File: src/rtl/spi_rx_if.sv
// SPI receive link plus the received-word valid/ready port, grouped as one bundle.
// The master modport is the side that drives the SPI pins and accepts words.
interface spi_rx_if #(
  parameter int DATA_W = 8
) ();
  logic              sclk;
  logic              cs;
  logic              mosi;
  logic [DATA_W-1:0] rx_data;
  logic              rx_valid;
  logic              rx_ready;
  logic              busy;
  logic              overrun;
  logic              frame_err;

  modport slave (
    input  sclk, cs, mosi, rx_ready,
    output rx_data, rx_valid, busy, overrun, frame_err
  );

  modport master (
    output sclk, cs, mosi, rx_ready,
    input  rx_data, rx_valid, busy, overrun, frame_err
  );
endinterface

File: src/rtl/spi_rx_slave.sv
// SPI slave receiver: synchronises sclk/cs/mosi into clk and deserialises one word per cs-low frame.
// Define SPI_RX_FRAME_CHECK_EN to enable the frame_err pulse on short frames.
module spi_rx_slave #(
  parameter int DATA_W      = 8,
  parameter int LEAD_BITS   = 1,
  parameter int MSB_FIRST   = 0,
  parameter int SYNC_STAGES = 2
) (
  input  logic       clk,
  input  logic       rst_n,
  spi_rx_if.slave    bus
);
  localparam int BIT_W  = $clog2(DATA_W + 1);
  localparam int LEAD_W = (LEAD_BITS > 0) ? $clog2(LEAD_BITS + 1) : 1;
`ifdef SPI_RX_FRAME_CHECK_EN
  localparam logic FRAME_CHECK = 1'b1;
`else
  localparam logic FRAME_CHECK = 1'b0;
`endif

  typedef enum logic [1:0] {ST_IDLE, ST_SKIP, ST_SHIFT, ST_HOLD} state_t;

  logic [SYNC_STAGES-1:0] sclk_sync_r, cs_sync_r, mosi_sync_r;
  logic                   sclk_dly_r, cs_dly_r;
  state_t                 state_r, state_nxt_s;
  logic [LEAD_W-1:0]      skip_cnt_r, skip_nxt_s, skip_inc_s;
  logic [BIT_W-1:0]       bit_cnt_r, bit_nxt_s, bit_inc_s;
  logic [DATA_W-1:0]      shreg_r, shreg_nxt_s;
  logic                   seen_fall_r, seen_nxt_s;
  logic                   word_done_s, short_s;
  logic [DATA_W-1:0]      rx_data_r;
  logic                   rx_valid_r, busy_r, overrun_r, frame_err_r;
  logic                   sclk_s, cs_s, mosi_s;
  logic                   sclk_fall_s, cs_fall_s, cs_rise_s;

  assign sclk_s      = sclk_sync_r[SYNC_STAGES-1];
  assign cs_s        = cs_sync_r[SYNC_STAGES-1];
  assign mosi_s      = mosi_sync_r[SYNC_STAGES-1];
  assign sclk_fall_s = sclk_dly_r & ~sclk_s;
  assign cs_fall_s   = cs_dly_r & ~cs_s;
  assign cs_rise_s   = ~cs_dly_r & cs_s;
  assign skip_inc_s  = skip_cnt_r + LEAD_W'(1);
  assign bit_inc_s   = bit_cnt_r + BIT_W'(1);

  // Identical synchroniser chains keep sclk, cs and mosi aligned; plus edge-detect delay taps.
  always_ff @(posedge clk or negedge rst_n) begin
    if (!rst_n) begin
      sclk_sync_r <= {SYNC_STAGES{1'b0}};
      cs_sync_r   <= {SYNC_STAGES{1'b1}};
      mosi_sync_r <= {SYNC_STAGES{1'b0}};
      sclk_dly_r  <= 1'b0;
      cs_dly_r    <= 1'b1;
    end else begin
      sclk_sync_r <= {sclk_sync_r[SYNC_STAGES-2:0], bus.sclk};
      cs_sync_r   <= {cs_sync_r[SYNC_STAGES-2:0], bus.cs};
      mosi_sync_r <= {mosi_sync_r[SYNC_STAGES-2:0], bus.mosi};
      sclk_dly_r  <= sclk_s;
      cs_dly_r    <= cs_s;
    end
  end

  // Frame FSM next-state: lead-bit skipping, shifting, and cs-rise abort (cs rise beats sclk fall).
  always_comb begin
    state_nxt_s = state_r;
    skip_nxt_s  = skip_cnt_r;
    bit_nxt_s   = bit_cnt_r;
    shreg_nxt_s = shreg_r;
    seen_nxt_s  = seen_fall_r;
    word_done_s = 1'b0;
    short_s     = 1'b0;
    case (state_r)
      ST_IDLE: begin
        if (cs_fall_s) begin
          state_nxt_s = (LEAD_BITS > 0) ? ST_SKIP : ST_SHIFT;
          skip_nxt_s  = {LEAD_W{1'b0}};
          bit_nxt_s   = {BIT_W{1'b0}};
          shreg_nxt_s = {DATA_W{1'b0}};
          seen_nxt_s  = 1'b0;
        end else begin
          state_nxt_s = ST_IDLE;
        end
      end
      ST_SKIP: begin
        if (cs_rise_s) begin
          state_nxt_s = ST_IDLE;
          short_s     = 1'b1;
        end else if (sclk_fall_s) begin
          seen_nxt_s = 1'b1;
          skip_nxt_s = skip_inc_s;
          if (skip_inc_s == LEAD_W'(LEAD_BITS)) begin
            state_nxt_s = ST_SHIFT;
          end else begin
            state_nxt_s = ST_SKIP;
          end
        end else begin
          state_nxt_s = ST_SKIP;
        end
      end
      ST_SHIFT: begin
        if (cs_rise_s) begin
          state_nxt_s = ST_IDLE;
          short_s     = 1'b1;
        end else if (sclk_fall_s) begin
          seen_nxt_s = 1'b1;
          bit_nxt_s  = bit_inc_s;
          if (MSB_FIRST != 0) begin
            shreg_nxt_s = {shreg_r[DATA_W-2:0], mosi_s};
          end else begin
            shreg_nxt_s = {mosi_s, shreg_r[DATA_W-1:1]};
          end
          if (bit_inc_s == BIT_W'(DATA_W)) begin
            state_nxt_s = ST_HOLD;
            word_done_s = 1'b1;
          end else begin
            state_nxt_s = ST_SHIFT;
          end
        end else begin
          state_nxt_s = ST_SHIFT;
        end
      end
      ST_HOLD: begin
        if (cs_rise_s) begin
          state_nxt_s = ST_IDLE;
        end else begin
          state_nxt_s = ST_HOLD;
        end
      end
      default: begin
        state_nxt_s = ST_IDLE;
      end
    endcase
  end

  // FSM state and frame bookkeeping registers.
  always_ff @(posedge clk or negedge rst_n) begin
    if (!rst_n) begin
      state_r     <= ST_IDLE;
      skip_cnt_r  <= {LEAD_W{1'b0}};
      bit_cnt_r   <= {BIT_W{1'b0}};
      shreg_r     <= {DATA_W{1'b0}};
      seen_fall_r <= 1'b0;
      busy_r      <= 1'b0;
    end else begin
      state_r     <= state_nxt_s;
      skip_cnt_r  <= skip_nxt_s;
      bit_cnt_r   <= bit_nxt_s;
      shreg_r     <= shreg_nxt_s;
      seen_fall_r <= seen_nxt_s;
      busy_r      <= (state_nxt_s != ST_IDLE);
    end
  end

  // Output word holding register: load on free slot, drop and flag overrun when still full.
  always_ff @(posedge clk or negedge rst_n) begin
    if (!rst_n) begin
      rx_data_r   <= {DATA_W{1'b0}};
      rx_valid_r  <= 1'b0;
      overrun_r   <= 1'b0;
      frame_err_r <= 1'b0;
    end else begin
      overrun_r   <= 1'b0;
      frame_err_r <= short_s & seen_fall_r & FRAME_CHECK;
      if (word_done_s) begin
        if (!rx_valid_r || bus.rx_ready) begin
          rx_data_r  <= shreg_nxt_s;
          rx_valid_r <= 1'b1;
        end else begin
          overrun_r  <= 1'b1;
        end
      end else if (rx_valid_r && bus.rx_ready) begin
        rx_valid_r <= 1'b0;
      end else begin
        rx_valid_r <= rx_valid_r;
      end
    end
  end

  assign bus.rx_data   = rx_data_r;
  assign bus.rx_valid  = rx_valid_r;
  assign bus.busy      = busy_r;
  assign bus.overrun   = overrun_r;
  assign bus.frame_err = frame_err_r;
endmodule

File: src/flat_wrapper.sv
// flat-port wrapper written by rule: the top's interface ports become plain ports
module spi_rx_slave_flat 
#(
  parameter int DATA_W      = 8,
  parameter int LEAD_BITS   = 1,
  parameter int MSB_FIRST   = 0,
  parameter int SYNC_STAGES = 2
)
  (clk, rst_n, bus_sclk, bus_cs, bus_mosi, bus_rx_ready, bus_rx_data, bus_rx_valid, bus_busy, bus_overrun, bus_frame_err);
  spi_rx_if #(.DATA_W(DATA_W)) bus_i ();
  input  logic clk;
  input  logic rst_n;
  input wire logic [$bits(bus_i.sclk)-1:0] bus_sclk;
  input wire logic [$bits(bus_i.cs)-1:0] bus_cs;
  input wire logic [$bits(bus_i.mosi)-1:0] bus_mosi;
  input wire logic [$bits(bus_i.rx_ready)-1:0] bus_rx_ready;
  output wire logic [$bits(bus_i.rx_data)-1:0] bus_rx_data;
  output wire logic [$bits(bus_i.rx_valid)-1:0] bus_rx_valid;
  output wire logic [$bits(bus_i.busy)-1:0] bus_busy;
  output wire logic [$bits(bus_i.overrun)-1:0] bus_overrun;
  output wire logic [$bits(bus_i.frame_err)-1:0] bus_frame_err;
  assign bus_i.sclk = bus_sclk;
  assign bus_i.cs = bus_cs;
  assign bus_i.mosi = bus_mosi;
  assign bus_i.rx_ready = bus_rx_ready;
  assign bus_rx_data = bus_i.rx_data;
  assign bus_rx_valid = bus_i.rx_valid;
  assign bus_busy = bus_i.busy;
  assign bus_overrun = bus_i.overrun;
  assign bus_frame_err = bus_i.frame_err;
  spi_rx_slave #(.DATA_W(DATA_W), .LEAD_BITS(LEAD_BITS), .MSB_FIRST(MSB_FIRST), .SYNC_STAGES(SYNC_STAGES)) u_core (.clk(clk), .rst_n(rst_n), .bus(bus_i));
endmodule
File: config.mk
export PLATFORM = sky130hd
export DESIGN_NAME = spi_rx_slave_flat
export DESIGN_NICKNAME = d
export VERILOG_FILES = /design/src/rtl/spi_rx_if.sv /design/src/rtl/spi_rx_slave.sv /design/src/flat_wrapper.sv
export SDC_FILE = /design/constraint.sdc
export NUM_CORES = 1
export LEC_CHECK = 0
export BUFFER_PORTS_ARGS = -buffer_cell sky130_fd_sc_hd__buf_2
export CORE_AREA = 2 2 45 89
export DETAILED_ROUTE_END_ITERATION = 8
export DIE_AREA = 0 0 47 91
export PLACE_DENSITY_LB_ADDON = 0.05
export SYNTH_ARGS = -nofsm -noshare
export SYNTH_HDL_FRONTEND = slang
export SYNTH_SLANG_ARGS = --single-unit
File: constraint.sdc
create_clock -name clk -period 5.1 [get_ports clk]
set_input_delay 1.53 -clock clk [delete_from_list [all_inputs] [get_ports clk]]
set_output_delay 1.53 -clock clk [all_outputs]
set_load 0.02 [all_outputs]
**After elaboration in Yosys (flattened, before gate mapping)**

Index checks and enable logic that the tools add are counted.

- Output and inout bits: 12
- Input port bits: 6
- Register bits after elaboration: 34
- Word-level logic and storage cells: 73

- Reductions and logical operators: 12
- Equal/unequal tests: 10
- $add $sub $neg: 2
- Bitwise gates (word level): 6
- Mux-type cells: 30

Operators by type and width:

| cell | count |
|---|---|
| 8-bit 2-to-1 mux | 3 |
| 8-bit one-hot mux with 2 select lines | 1 |
| 1-bit 2-to-1 mux | 15 |
| 4-bit 2-to-1 mux | 3 |
| 2-bit 2-to-1 mux | 5 |
| 2-bit one-hot mux with 4 select lines | 1 |
| 4-bit one-hot mux with 2 select lines | 1 |
| 4-bit AND reduction | 2 |
| 2-bit nonzero test | 4 |
| 2-bit by 1-bit inequality test with 1-bit output (second input constant) | 3 |
| 2-bit inequality test (second input constant) | 3 |
| 4-bit by 1-bit adder with 4-bit output (second input constant) | 1 |
| 2-bit equality test (second input constant) | 2 |
| 4-bit equality test (second input constant) | 1 |
| 2-bit AND reduction | 2 |
| 1-bit AND | 3 |
| 1-bit NOT | 3 |
| 2-bit by 1-bit equality test with 1-bit output (second input constant) | 1 |
| 2-bit logical NOT | 1 |
| 1-bit one-hot mux with 2 select lines | 1 |
| 1-bit adder (second input constant) | 1 |
| 1-bit logical AND | 1 |
| 1-bit logical NOT | 1 |
| 1-bit logical OR | 1 |

**Longest topological paths before layout**

- Depth after elaboration: 8
- Mapped depth: 5

**Worst setup path before layout**

No wires, ideal clock.

- Kind: input-to-reg
- From: in bus_rx_ready
- To: reg u_core.rx_data_r[0] (netlist: u_core.bus.rx_data[0])
- Data arrival time: 2.403 ns
- Setup slack: 2.572 ns
- Stages: 4
- Library setup time: 0.125 ns
- Cell sequence: nand2b_1 -> nand3_1 -> nor3_4 -> mux2_2

- Longest elaborated chain between the ends: 2

Ends and longest elaborated chain:

| what | RTL line | source |
|---|---|---|
| start, declared | flat_wrapper.sv:16 | `input wire logic [$bits(bus_i.rx_ready)-1:0] bus_rx_ready;` |
| 1-bit logical OR | spi_rx_slave.sv:164 | `if (!rx_valid_r \|\| bus.rx_ready) begin` |
| 2-bit AND reduction (no source line) | n/a |  |
| end signal, assigned | spi_rx_slave.sv:156 | `rx_data_r <= {DATA_W{1'b0}};` |
| end signal, assigned | spi_rx_slave.sv:165 | `rx_data_r <= shreg_nxt_s;` |
| end, declared | spi_rx_slave.sv:31 | `logic [DATA_W-1:0] rx_data_r;` |

No other way between the ends.
A chain may end at the register's enable or synchronous reset.

**Worst setup path in the final report**

- From: in bus_rx_ready
- To: reg u_core.rx_data_r[6] (netlist: u_core.bus.rx_data[6])

The elaborated chain is that of the path after synthesis.

==> metrics.txt <==
share of total power in combinational logic 10.7%; Power Density around 340 nW/um^2; Routed WL 2.55 mm; DR vias/cell 4.94; Clk Latency, worst-skew pair approximately 280 ps; slowest stage delay, CP 380 ps; initial core utilization roughly 40%; crit path DAT 2640 ps; Synth cell types 36; Worst-Margin Slew ~780 ps; n_diodes 0; most frequent cells in the layout dfrtp_1 (30), buf_2 (16), nand2_1 (9); Sw Pwr approximately 150 uW; Initial DRC Count 25; Slew Viols, Final 0; clock tree from TritonCTS yes; Die Y 91 um; final setup fails 0; DRC 0; CP max-delay cell mux2_2; maximum fanout along the worst path 8; critical path capture point type flip-flop; die footprint approximately 4300 sq um; Internal 399 uW; num rows 31; Boundary Pins 18; GPL Wtd Cong between 0.7 and 0.8; Core Box Area 3570 sq um; Syn Inst Count ~120; maximum achievable frequency 404 MHz; share of cells above drive strength 1 26.5%; Synth Warn # 0; critical-path cell list buf_2 -> nand2b_1 -> nand3_1 -> nor3_4 -> mux2_2; outcome finished, final reports clean; register share of total power 55.0%; HPWL Detailed about 1.7 mm; Worst Path Required 5260 ps; CTS resizes 0; Synth Register Bits 33; Initial DRT Pass Iterations 4; postcts setup bufs 0; hold_ws 351 ps; first-pass GRT wire length 4.35 mm; Die X 47 um; most common cell after layout, fill and taps aside dfrtp_1; leakage 0.000845 uW; Layout area overhead 14.6%; drt wl/cell 13.8 um; max_cap viols 0; syn_area_per_cell 12.2 sq um; ANT nets after route 0; cts hold-fix bufs 0; Synth async-reset ratio 100%; final hold vios 0; Worst setup SP type input port; CTS Buf Count 5; Clock Root Buffer clkbuf_8; initial antenna violation count 0; Max Root-Sink Buffers 2; Switching Fraction a little over a quarter; H-tree levels 2; nets 143; number of global-route vias before repair ~940; # port buffers 16; setup TNS 0 ps; Max transition margin 47.9%; Hold Path Class reg -> reg; peak supply drop 0.000197 V; Syn Nets between 100 and 150; RSZ-0062 raised after global routing false; clk sink count 33; gr usage total around 14%; Clock Skew 8.84 ps; Final period util 48.6%; post-layout minimum cycle time ~2500 ps; Overflow after GRT 0; via count 914; largest net degree at the start of global routing 34; clock-pin slew on the worst setup and hold paths 60 ps; EDFF count, synth 0; Synth Flop Type dfrtp_1; Seq/Total Area, Yosys approximately three fifths; clock power share 34.3%; Mapped Area 1410 sq um; CP Class in -> reg
## logic make-up after synthesis
| kind of cell | count (synthesis) | synth area share [%] |
|---|---|---|
| compound gates | 24 | 11.5 |
| xor+xnor | 2 | 1.24 |
| fa+ha+maj | 2 | 1.78 |
| buf+inv | 7 | 2.22 |
| flops | 33 | 58.9 |
| mux | 9 | 7.11 |
| other cells | 1 | 0.266 |
| simple gates | 37 | 17.0 |
## synthesized netlist by cell type (3+ instances only)
cell type	instances	area (sq um)
inv_1	4	15.0
dfrtp_1	30	751
and3_1	3	18.8
mux2_2	8	90.1
o21ai_0	6	30.0
nand3_1	3	15.0
nor2_1	3	11.3
a21oi_1	6	30.0
nand2_1	9	33.8
a21o_1	6	45.0
dfstp_2	3	78.8
and2_1	7	43.8
## path summary, 6_finish.rpt
kind	start	slack, ps	to	cells past startpoint
max in group asynchronous	rst_n	3320	u_core.state_r[0]	1
min	u_core.sclk_sync_r[0]	350	u_core.sclk_sync_r[1]	0
min in group asynchronous	rst_n	1300	u_core.bus.busy	1
min reg2reg	u_core.sclk_sync_r[0]	350	u_core.sclk_sync_r[1]	0
max reg2reg	u_core.state_r[1]	3190	u_core.bus.rx_data[6]	4
max	bus_rx_ready	2620	u_core.bus.rx_data[6]	5
## critical path: cells and delay by family
kind                   cells  cell delay [ps]
buffers and inverters      1               70
multiplexers               1              380
AND/OR/NAND/NOR            3              650
## state kept, by name, summed over array words and instances, names as in the netlist
signal	count
u_core.bit_cnt_r	4
u_core.bus.busy	1
u_core.bus.overrun	1
u_core.bus.rx_data	8
u_core.bus.rx_valid	1
u_core.cs_dly_r	1
u_core.cs_sync_r	2
u_core.mosi_sync_r	2
u_core.sclk_dly_r	1
u_core.sclk_sync_r	2
u_core.shreg_r	7
u_core.skip_cnt_r	1
u_core.state_r	2
## per-stage QoR
step	area [sq um]	setup WS (ps)	util [%]	total power (uW)	std cells
floorplan	1410	2570	-	344	115
global placement	1530	2360	43.0	364	177
detailed placement	1530	2310	43.0	365	177
CTS	1610	2610	45.2	557	185
global route	1610	2580	45.2	578	185
finish	1610	2620	45.2	546	185
## power groups by stage
stage               clock network [uW]  registers (uW)  logic (uW)
CTS                                197             301        59.6
global placement                     0             305        58.2
detailed placement                   0             306        59.1
global route                       207             304        66.8
floorplan                            0             300        43.9
finish                             187             301        58.2
## layer usage
layer  vias to the layer above  track usage, %  part of all wire [%]
li1                        443               -                     -
met1                       450            17.5                    42
met2                        17            21.8                    53
met5                         -               0                     0
met3                         4            4.17                   2.8
met4                         0            7.64                   1.7
## final cells by class
cell class | count | area [sq um]
tap | 49 | 61.3
clock buffer | 8 | 80.1
inverter | 4 | 15.0
sequential | 33 | 830
multi-input combinational | 75 | 547
fill | 367 | 1960
timing repair buffer | 16 | 80.1
No activity file was read; power rests on OpenSTA's default activity.
